`src/rtl/orpsoc_jtag_pkg.sv`:
```
// -----------------------------------------------------------------------------
// orpsoc_jtag_pkg
// Shared definitions for the ORPSoC JTAG TAP controller:
//   - tap_state_t : the 16 IEEE 1149.1 TAP states, 4-bit encoding
//   - IR_*        : 4-bit instruction opcodes and the IR capture pattern
//   - dr_sel_t    : which data register the current instruction selects
// Optional feature macro used by importers: JTAG_TAP_USERCODE_EN
// -----------------------------------------------------------------------------
package orpsoc_jtag_pkg;

    // Classic 1149.1 state encoding (matches common reference TAPs).
    typedef enum logic [3:0] {
        TAP_EXIT2_DR         = 4'h0,
        TAP_EXIT1_DR         = 4'h1,
        TAP_SHIFT_DR         = 4'h2,
        TAP_PAUSE_DR         = 4'h3,
        TAP_SELECT_IR        = 4'h4,
        TAP_UPDATE_DR        = 4'h5,
        TAP_CAPTURE_DR       = 4'h6,
        TAP_SELECT_DR        = 4'h7,
        TAP_EXIT2_IR         = 4'h8,
        TAP_EXIT1_IR         = 4'h9,
        TAP_SHIFT_IR         = 4'hA,
        TAP_PAUSE_IR         = 4'hB,
        TAP_RUN_TEST_IDLE    = 4'hC,
        TAP_UPDATE_IR        = 4'hD,
        TAP_CAPTURE_IR       = 4'hE,
        TAP_TEST_LOGIC_RESET = 4'hF
    } tap_state_t;

    localparam logic [3:0] IR_EXTEST         = 4'b0000;
    localparam logic [3:0] IR_SAMPLE_PRELOAD = 4'b0001;
    localparam logic [3:0] IR_IDCODE         = 4'b0010;
    localparam logic [3:0] IR_USERCODE       = 4'b0011;
    localparam logic [3:0] IR_DEBUG          = 4'b1000;
    localparam logic [3:0] IR_MBIST          = 4'b1001;
    localparam logic [3:0] IR_BYPASS         = 4'b1111;

    // Loaded into the IR shift register in CAPTURE_IR (LSBs "01" per 1149.1).
    localparam logic [3:0] IR_CAPTURE        = 4'b0101;

    typedef enum logic [1:0] {
        DR_BYPASS   = 2'd0,
        DR_IDCODE   = 2'd1,
        DR_USERCODE = 2'd2,
        DR_DEBUG    = 2'd3
    } dr_sel_t;

endpackage

```
`src/rtl/orpsoc_jtag_tap_fsm.sv`:
```
// -----------------------------------------------------------------------------
// orpsoc_jtag_tap_fsm
// The 16-state IEEE 1149.1 TAP state machine: one transition per rising tck
// edge, steered by tms. State-decode outputs are combinational from the state
// register so they line up with the state without extra latency.
// Ports:
//   tck_i                 in   JTAG clock
//   trst_n_i              in   async active-low reset -> TEST_LOGIC_RESET
//   tms_i                 in   test mode select
//   state_o               out  current state (tap_state_t encoding)
//   test_logic_reset_o .. update_dr_o  out  one-hot state decodes
// -----------------------------------------------------------------------------
module orpsoc_jtag_tap_fsm
    import orpsoc_jtag_pkg::*;
(
    input  logic       tck_i,
    input  logic       trst_n_i,
    input  logic       tms_i,
    output logic [3:0] state_o,
    output logic       test_logic_reset_o,
    output logic       run_test_idle_o,
    output logic       capture_dr_o,
    output logic       shift_dr_o,
    output logic       pause_dr_o,
    output logic       update_dr_o
);

    tap_state_t state_q, state_d;

    always_ff @(posedge tck_i or negedge trst_n_i) begin
        if (!trst_n_i) state_q <= TAP_TEST_LOGIC_RESET;
        else           state_q <= state_d;
    end

    always_comb begin
        state_d = state_q;
        case (state_q)
            TAP_TEST_LOGIC_RESET: state_d = tms_i ? TAP_TEST_LOGIC_RESET : TAP_RUN_TEST_IDLE;
            TAP_RUN_TEST_IDLE:    state_d = tms_i ? TAP_SELECT_DR        : TAP_RUN_TEST_IDLE;
            TAP_SELECT_DR:        state_d = tms_i ? TAP_SELECT_IR        : TAP_CAPTURE_DR;
            TAP_CAPTURE_DR:       state_d = tms_i ? TAP_EXIT1_DR         : TAP_SHIFT_DR;
            TAP_SHIFT_DR:         state_d = tms_i ? TAP_EXIT1_DR         : TAP_SHIFT_DR;
            TAP_EXIT1_DR:         state_d = tms_i ? TAP_UPDATE_DR        : TAP_PAUSE_DR;
            TAP_PAUSE_DR:         state_d = tms_i ? TAP_EXIT2_DR         : TAP_PAUSE_DR;
            TAP_EXIT2_DR:         state_d = tms_i ? TAP_UPDATE_DR        : TAP_SHIFT_DR;
            TAP_UPDATE_DR:        state_d = tms_i ? TAP_SELECT_DR        : TAP_RUN_TEST_IDLE;
            TAP_SELECT_IR:        state_d = tms_i ? TAP_TEST_LOGIC_RESET : TAP_CAPTURE_IR;
            TAP_CAPTURE_IR:       state_d = tms_i ? TAP_EXIT1_IR         : TAP_SHIFT_IR;
            TAP_SHIFT_IR:         state_d = tms_i ? TAP_EXIT1_IR         : TAP_SHIFT_IR;
            TAP_EXIT1_IR:         state_d = tms_i ? TAP_UPDATE_IR        : TAP_PAUSE_IR;
            TAP_PAUSE_IR:         state_d = tms_i ? TAP_EXIT2_IR         : TAP_PAUSE_IR;
            TAP_EXIT2_IR:         state_d = tms_i ? TAP_UPDATE_IR        : TAP_SHIFT_IR;
            TAP_UPDATE_IR:        state_d = tms_i ? TAP_SELECT_DR        : TAP_RUN_TEST_IDLE;
            default:              state_d = TAP_TEST_LOGIC_RESET;
        endcase
    end

    always_comb begin
        state_o            = state_q;
        test_logic_reset_o = (state_q == TAP_TEST_LOGIC_RESET);
        run_test_idle_o    = (state_q == TAP_RUN_TEST_IDLE);
        capture_dr_o       = (state_q == TAP_CAPTURE_DR);
        shift_dr_o         = (state_q == TAP_SHIFT_DR);
        pause_dr_o         = (state_q == TAP_PAUSE_DR);
        update_dr_o        = (state_q == TAP_UPDATE_DR);
    end

endmodule

```
`src/rtl/orpsoc_jtag_tap.sv`:
```
// -----------------------------------------------------------------------------
// orpsoc_jtag_tap
// IEEE 1149.1 TAP controller sitting between the JTAG pads and the debug unit.
// Holds the instruction register, the IDCODE and BYPASS data registers and
// the falling-edge TDO register; the TAP FSM lives in orpsoc_jtag_tap_fsm.
// Optional feature: define JTAG_TAP_USERCODE_EN to add a 32-bit USERCODE DR
// (opcode 0011); otherwise that opcode behaves as BYPASS.
// Ports:
//   tck_pad_i, trst_n_pad_i, tms_pad_i, tdi_pad_i   JTAG pins in
//   tdo_pad_o, tdo_padoe_o                          JTAG data out + enable
//   test_logic_reset_o .. update_dr_o               TAP state decodes
//   debug_select_o                                  IR holds DEBUG
//   debug_tdi_o / debug_tdo_i                       serial link to debug chain
// -----------------------------------------------------------------------------
module orpsoc_jtag_tap
    import orpsoc_jtag_pkg::*;
#(
    parameter int          IR_WIDTH     = 4,
    parameter logic [31:0] IDCODE_VALUE = 32'h14951185,
    parameter logic [31:0] USERCODE_VAL = 32'h00000000
) (
    input  logic tck_pad_i,
    input  logic trst_n_pad_i,
    input  logic tms_pad_i,
    input  logic tdi_pad_i,
    output logic tdo_pad_o,
    output logic tdo_padoe_o,
    output logic test_logic_reset_o,
    output logic run_test_idle_o,
    output logic capture_dr_o,
    output logic shift_dr_o,
    output logic pause_dr_o,
    output logic update_dr_o,
    output logic debug_select_o,
    output logic debug_tdi_o,
    input  logic debug_tdo_i
);

    logic [3:0]          state_w;
    tap_state_t          state;
    logic [IR_WIDTH-1:0] ir_shift_q, ir_shift_d;
    logic [IR_WIDTH-1:0] ir_latch_q, ir_latch_d;
    logic [31:0]         idcode_q, idcode_d;
    logic                bypass_q, bypass_d;
    logic                tdo_q, tdo_d;
    logic                tdo_oe_q, tdo_oe_d;
    dr_sel_t             dr_sel;
    logic                dr_tdo;

    orpsoc_jtag_tap_fsm u_fsm (
        .tck_i              (tck_pad_i),
        .trst_n_i           (trst_n_pad_i),
        .tms_i              (tms_pad_i),
        .state_o            (state_w),
        .test_logic_reset_o (test_logic_reset_o),
        .run_test_idle_o    (run_test_idle_o),
        .capture_dr_o       (capture_dr_o),
        .shift_dr_o         (shift_dr_o),
        .pause_dr_o         (pause_dr_o),
        .update_dr_o        (update_dr_o)
    );

    assign state       = tap_state_t'(state_w);
    assign debug_tdi_o = tdi_pad_i;

    // Instruction decode; anything without a real DR behind it is BYPASS.
    always_comb begin
        dr_sel = DR_BYPASS;
        case (ir_latch_q)
            IR_WIDTH'(IR_IDCODE):         dr_sel = DR_IDCODE;
            IR_WIDTH'(IR_DEBUG):          dr_sel = DR_DEBUG;
`ifdef JTAG_TAP_USERCODE_EN
            IR_WIDTH'(IR_USERCODE):       dr_sel = DR_USERCODE;
`else
            IR_WIDTH'(IR_USERCODE):       dr_sel = DR_BYPASS;
`endif
            IR_WIDTH'(IR_EXTEST),
            IR_WIDTH'(IR_SAMPLE_PRELOAD),
            IR_WIDTH'(IR_MBIST),
            IR_WIDTH'(IR_BYPASS):         dr_sel = DR_BYPASS;
            default:                      dr_sel = DR_BYPASS;
        endcase
    end

    assign debug_select_o = (dr_sel == DR_DEBUG);

    // IR: capture fixed pattern, shift right with tdi at the MSB, and only
    // commit to the latch when leaving UPDATE_IR so a partial scan is harmless.
    always_comb begin
        ir_shift_d = ir_shift_q;
        ir_latch_d = ir_latch_q;
        case (state)
            TAP_CAPTURE_IR:       ir_shift_d = IR_WIDTH'(IR_CAPTURE);
            TAP_SHIFT_IR:         ir_shift_d = {tdi_pad_i, ir_shift_q[IR_WIDTH-1:1]};
            TAP_UPDATE_IR:        ir_latch_d = ir_shift_q;
            TAP_TEST_LOGIC_RESET: ir_latch_d = IR_WIDTH'(IR_IDCODE);
            default: ;
        endcase
    end

    always_comb begin
        idcode_d = idcode_q;
        bypass_d = bypass_q;
        if (state == TAP_CAPTURE_DR) begin
            if (dr_sel == DR_IDCODE) idcode_d = IDCODE_VALUE;
            if (dr_sel == DR_BYPASS) bypass_d = 1'b0;
        end else if (state == TAP_SHIFT_DR) begin
            if (dr_sel == DR_IDCODE) idcode_d = {tdi_pad_i, idcode_q[31:1]};
            if (dr_sel == DR_BYPASS) bypass_d = tdi_pad_i;
        end
    end

    always_ff @(posedge tck_pad_i or negedge trst_n_pad_i) begin
        if (!trst_n_pad_i) begin
            ir_shift_q <= '0;
            ir_latch_q <= IR_WIDTH'(IR_IDCODE);
            idcode_q   <= '0;
            bypass_q   <= 1'b0;
        end else begin
            ir_shift_q <= ir_shift_d;
            ir_latch_q <= ir_latch_d;
            idcode_q   <= idcode_d;
            bypass_q   <= bypass_d;
        end
    end

`ifdef JTAG_TAP_USERCODE_EN
    logic [31:0] usercode_q, usercode_d;

    always_comb begin
        usercode_d = usercode_q;
        if (dr_sel == DR_USERCODE) begin
            if (state == TAP_CAPTURE_DR)    usercode_d = USERCODE_VAL;
            else if (state == TAP_SHIFT_DR) usercode_d = {tdi_pad_i, usercode_q[31:1]};
        end
    end

    always_ff @(posedge tck_pad_i or negedge trst_n_pad_i) begin
        if (!trst_n_pad_i) usercode_q <= '0;
        else               usercode_q <= usercode_d;
    end
`else
    logic unused_usercode_val;
    assign unused_usercode_val = ^USERCODE_VAL;
`endif

    always_comb begin
        case (dr_sel)
            DR_IDCODE:   dr_tdo = idcode_q[0];
            DR_DEBUG:    dr_tdo = debug_tdo_i;
`ifdef JTAG_TAP_USERCODE_EN
            DR_USERCODE: dr_tdo = usercode_q[0];
`endif
            default:     dr_tdo = bypass_q;
        endcase
    end

    // TDO is launched on the falling edge so the host can sample it cleanly
    // on the following rising edge.
    always_comb begin
        tdo_d    = 1'b0;
        tdo_oe_d = 1'b0;
        if (state == TAP_SHIFT_IR) begin
            tdo_d    = ir_shift_q[0];
            tdo_oe_d = 1'b1;
        end else if (state == TAP_SHIFT_DR) begin
            tdo_d    = dr_tdo;
            tdo_oe_d = 1'b1;
        end
    end

    always_ff @(negedge tck_pad_i or negedge trst_n_pad_i) begin
        if (!trst_n_pad_i) begin
            tdo_q    <= 1'b0;
            tdo_oe_q <= 1'b0;
        end else begin
            tdo_q    <= tdo_d;
            tdo_oe_q <= tdo_oe_d;
        end
    end

    assign tdo_pad_o   = tdo_q;
    assign tdo_padoe_o = tdo_oe_q;

endmodule

```
`config.mk`:
```
export PLATFORM = sky130hd
export DESIGN_NAME = orpsoc_jtag_tap
export DESIGN_NICKNAME = d
export VERILOG_FILES = /design/src/rtl/orpsoc_jtag_pkg.sv /design/src/rtl/orpsoc_jtag_tap_fsm.sv /design/src/rtl/orpsoc_jtag_tap.sv
export SDC_FILE = /design/constraint.sdc
export NUM_CORES = 1
export LEC_CHECK = 0
export ABC_AREA = 1
export CAP_MARGIN = 20
export CORE_MARGIN = 8
export CORE_UTILIZATION = 40
export DETAILED_ROUTE_END_ITERATION = 16
export PLACE_DENSITY = 0.69
export RECOVER_POWER = 50
export SYNTH_ARGS = -nofsm -noshare
export SYNTH_HDL_FRONTEND = slang
export SYNTH_SLANG_ARGS = --single-unit
```
`constraint.sdc`:
```
create_clock -name tck_pad_i -period 1.4 [get_ports tck_pad_i]
set_input_delay 0.28 -clock tck_pad_i [delete_from_list [all_inputs] [get_ports tck_pad_i]]
set_output_delay 0.28 -clock tck_pad_i [all_outputs]
set_load 0.02 [all_outputs]
```
==> impl_metrics.yaml <==
drt:
  drtIter0Drc: 139
  route.detailed.drc: 0
  antenna_left: 0
  wl_per_cell_um: 16.9
  drt_first_pass_iters: 4
  wl_um: 6180
  via_count: 1793
  vias_per_cell: 4.90
die:
  core_um2: 5110
  fp.dieW_um: 88.8
  dieArea_um2: 7880
  initial_core_util: 0.415
  die_h_um: 88.8
  ios: 15
  num_rows: 26
run_status:
  violations: "setup timing"
  status: "finished with violations"
layout:
  area_delta_synth_final_pct: 63.4
  fin_cells: 366
  final_nets: 301
  post-route-util: 0.677
  diodes: 0
  drive_gt1_frac: 0.605
pwr:
  ir_worst_vdd_mv: 1.29
  switchingPower_mw: 3.28
  clockPowerShare: 0.099
  powerDensity_nw_per_um2: 2340
  combPwrFrac: 0.610
  pwr-share-seq: 0.291
  p_leak_nw: 1.55
  internal-power_mw: 4.80
  swShare: 0.406
  total_power_mw: 8.08
grt:
  grt.total_usage: 0.146
  grt-ovfl-total: 0
  first_global_vias: 1798
  grt_max_degree: 46
  antenna_found_initial: 0
  grt_pass1_wl_um: 8800
critical_path:
  cp_max_fo: 3
  cp.required_ps: 860
  timing_worst_setup_path_type: "reg -> reg"
  end_kind: "flip-flop"
  start_kind: "flip-flop"
  rr_worst_depth: 5
  cp_data_arrival_time_ps: 1270
synthesis:
  synth_top_area_share: 0.473
  synth_area_leaders: "dfrtp_1, dfstp_2, inv_1"
  yosysTopAreaCell: "dfrtp_1"
  synth_warnings: 0
  synth_area_per_cell_um2: 9.85
  yosysSeqAreaShare: 0.559
  syn-instance-count: 215
  ys_ff_latch: 47
  synth_cell_type_count: 25
  synth_nets: 220
  netlist_area_um2: 2120
sta:
  rsz0062_at_grt: "true"
  finalSetupViolations: 50
  worstMarginPinSlew_ps: 1120
  setup-tns-final_ps: -11330
  hold_viol: 0
  fin_skew_ps: 5.18
  fin_ws_ps: -410
  relSlewSlack: 0.255
  drv_slew: 0
clock_tree:
  clk_pin_slew_ps: 80
  cts_max_path_buffers: 2
  clkLatencyLatePin_ps: 300
  cts_made_buffers: 5
  htreeDepth: 2
  root_buffer: "clkbuf_8"
  cts_sinks: 47
  cts_tree: "done"
job:
  cap_violations: 0
placed_design:
  dp.final_hpwl_um: 2960
  gp_congestion: 0.809
  dp.cells: 329
  io_buffers: 14
hold_path:
  hp-class: "in -> async"
## metrics by stage
| stage | hold slack, ps | setup slack, ps | instance area, um^2 |
|---|---|---|---|
| floorplan | -15.6 | -445 | 2140 |
| global placement | 365 | -539 | 2620 |
| detailed placement | 363 | -544 | 2620 |
| CTS | 30.9 | -408 | 3240 |
| global route | 384 | -487 | 3460 |
| finish | 382 | -410 | 3460 |
## final timing paths
kind / start / slack (ps) / to
setup / recovery: u_fsm.state_o[2]$_DFF_PN1_ / -410 / tdo_pad_o$_DFF_NN0_
hold / removal: trst_n_pad_i / 380 / tdo_padoe_o$_DFF_NN0_
setup reg to reg: u_fsm.state_o[2]$_DFF_PN1_ / -410 / tdo_pad_o$_DFF_NN0_
hold reg to reg: idcode_q[12]$_DFFE_PN0P_ / 520 / idcode_q[11]$_DFFE_PN0P_
max in group asynchronous: trst_n_pad_i / 280 / idcode_q[28]$_DFFE_PN0P_
min in group tck_pad_i: idcode_q[12]$_DFFE_PN0P_ / 520 / idcode_q[11]$_DFFE_PN0P_
## logic make-up after synthesis
logic type | synth area share
buf+inv | 0.102
flops | 0.559
compound gates | 0.165
simple gates | 0.174
## cell usage in the layout, fill, tap and decap left out, types with 3 or more instances in the layout
master | Yosys | final
buf_4 | 2 | 38
o21ai_2 | 0 | 11
a21oi_1 | 5 | 3
nor2_2 | 9 | 10
inv_1 | 35 | 31
clkbuf_8 | 0 | 5
clkdlybuf4s50_1 | 0 | 3
nand2_4 | 1 | 6
buf_6 | 2 | 24
o21ai_0 | 18 | 5
inv_2 | 3 | 5
buf_12 | 0 | 8
dfstp_2 | 5 | 5
o22ai_4 | 0 | 3
nor2_4 | 2 | 19
o22ai_2 | 8 | 10
nand2_8 | 0 | 3
dfrtp_1 | 40 | 40
nand2_1 | 29 | 20
a21oi_2 | 10 | 11
buf_16 | 0 | 3
nand3_1 | 7 | 5
nor2_1 | 21 | 3
nand2_2 | 2 | 3
## layer usage
metal	routed length [um]	share of wire	vias to the layer above	track usage
li1	-	-	850	-
met1	2630	0.42	899	0.183
met2	3260	0.53	34	0.243
met3	166	0.027	10	0.0195
met4	125	0.020	0	0.0645
met5	0	0	-	0
## final cells by class
class | count | area (um^2)
clock inverter | 2 | 13.8
inverter | 39 | 166
fill | 335 | 1650
timing repair inverter | 1 | 8.76
timing repair buffer | 79 | 846
multi-input combinational | 123 | 1080
clock buffer | 5 | 68.8
sequential | 47 | 1180
tap | 70 | 87.6
## worst max-delay path: stages (launching register included)
cell	delay (ps)
dfstp_2	580
inv_1	70
nand2_1	150
nor2_4	60
nand2_1	60
nand2_1	40
## synth_stat cells
| master | count |
|---|---|
| o22ai_1 | 6 |
| nor2_4 | 2 |
| o22ai_2 | 8 |
| a21oi_2 | 10 |
| nand3_1 | 7 |
| inv_1 | 35 |
| a21oi_1 | 5 |
| nand2_1 | 29 |
| o21ai_1 | 2 |
| o21ai_0 | 18 |
| nand2_2 | 2 |
| dfrtn_1 | 2 |
| nor2_2 | 9 |
| nor3_1 | 1 |
| buf_6 | 2 |
| nor2_8 | 1 |
| dfrtp_1 | 40 |
| nand3_4 | 1 |
| inv_2 | 3 |
| buf_8 | 2 |
| buf_4 | 2 |
| inv_4 | 1 |
| nand2_4 | 1 |
| dfstp_2 | 5 |
| nor2_1 | 21 |
## state kept, by name, summed over array words and instances, names as in the netlist
register and cells:
u_fsm.state_o 4, ir_shift_q 4, ir_latch_q 4, tdo_padoe_o 1, tdo_pad_o 1, bypass_q 1
idcode_q 32
## what timing repair did
item	CTS	global route
pin swaps	11	14
setup endpoints to repair	45	52
hold buffers	0	0
setup buffers	20	11
cloned	4	1
gates resized for setup	129	53
## power by group through the flow
stage / sequential (mW) / combinational (mW) / clock, mW
2_1_floorplan: 2.26 / 1.65 / 0
3_3_place_gp: 2.25 / 2.74 / 0
3_5_place_dp: 2.27 / 2.80 / 0
4_1_cts: 2.31 / 4.08 / 0.816
5_1_grt: 2.41 / 5.22 / 0.883
6_report: 2.35 / 4.93 / 0.800
Power figures use the tool's default switching activity.
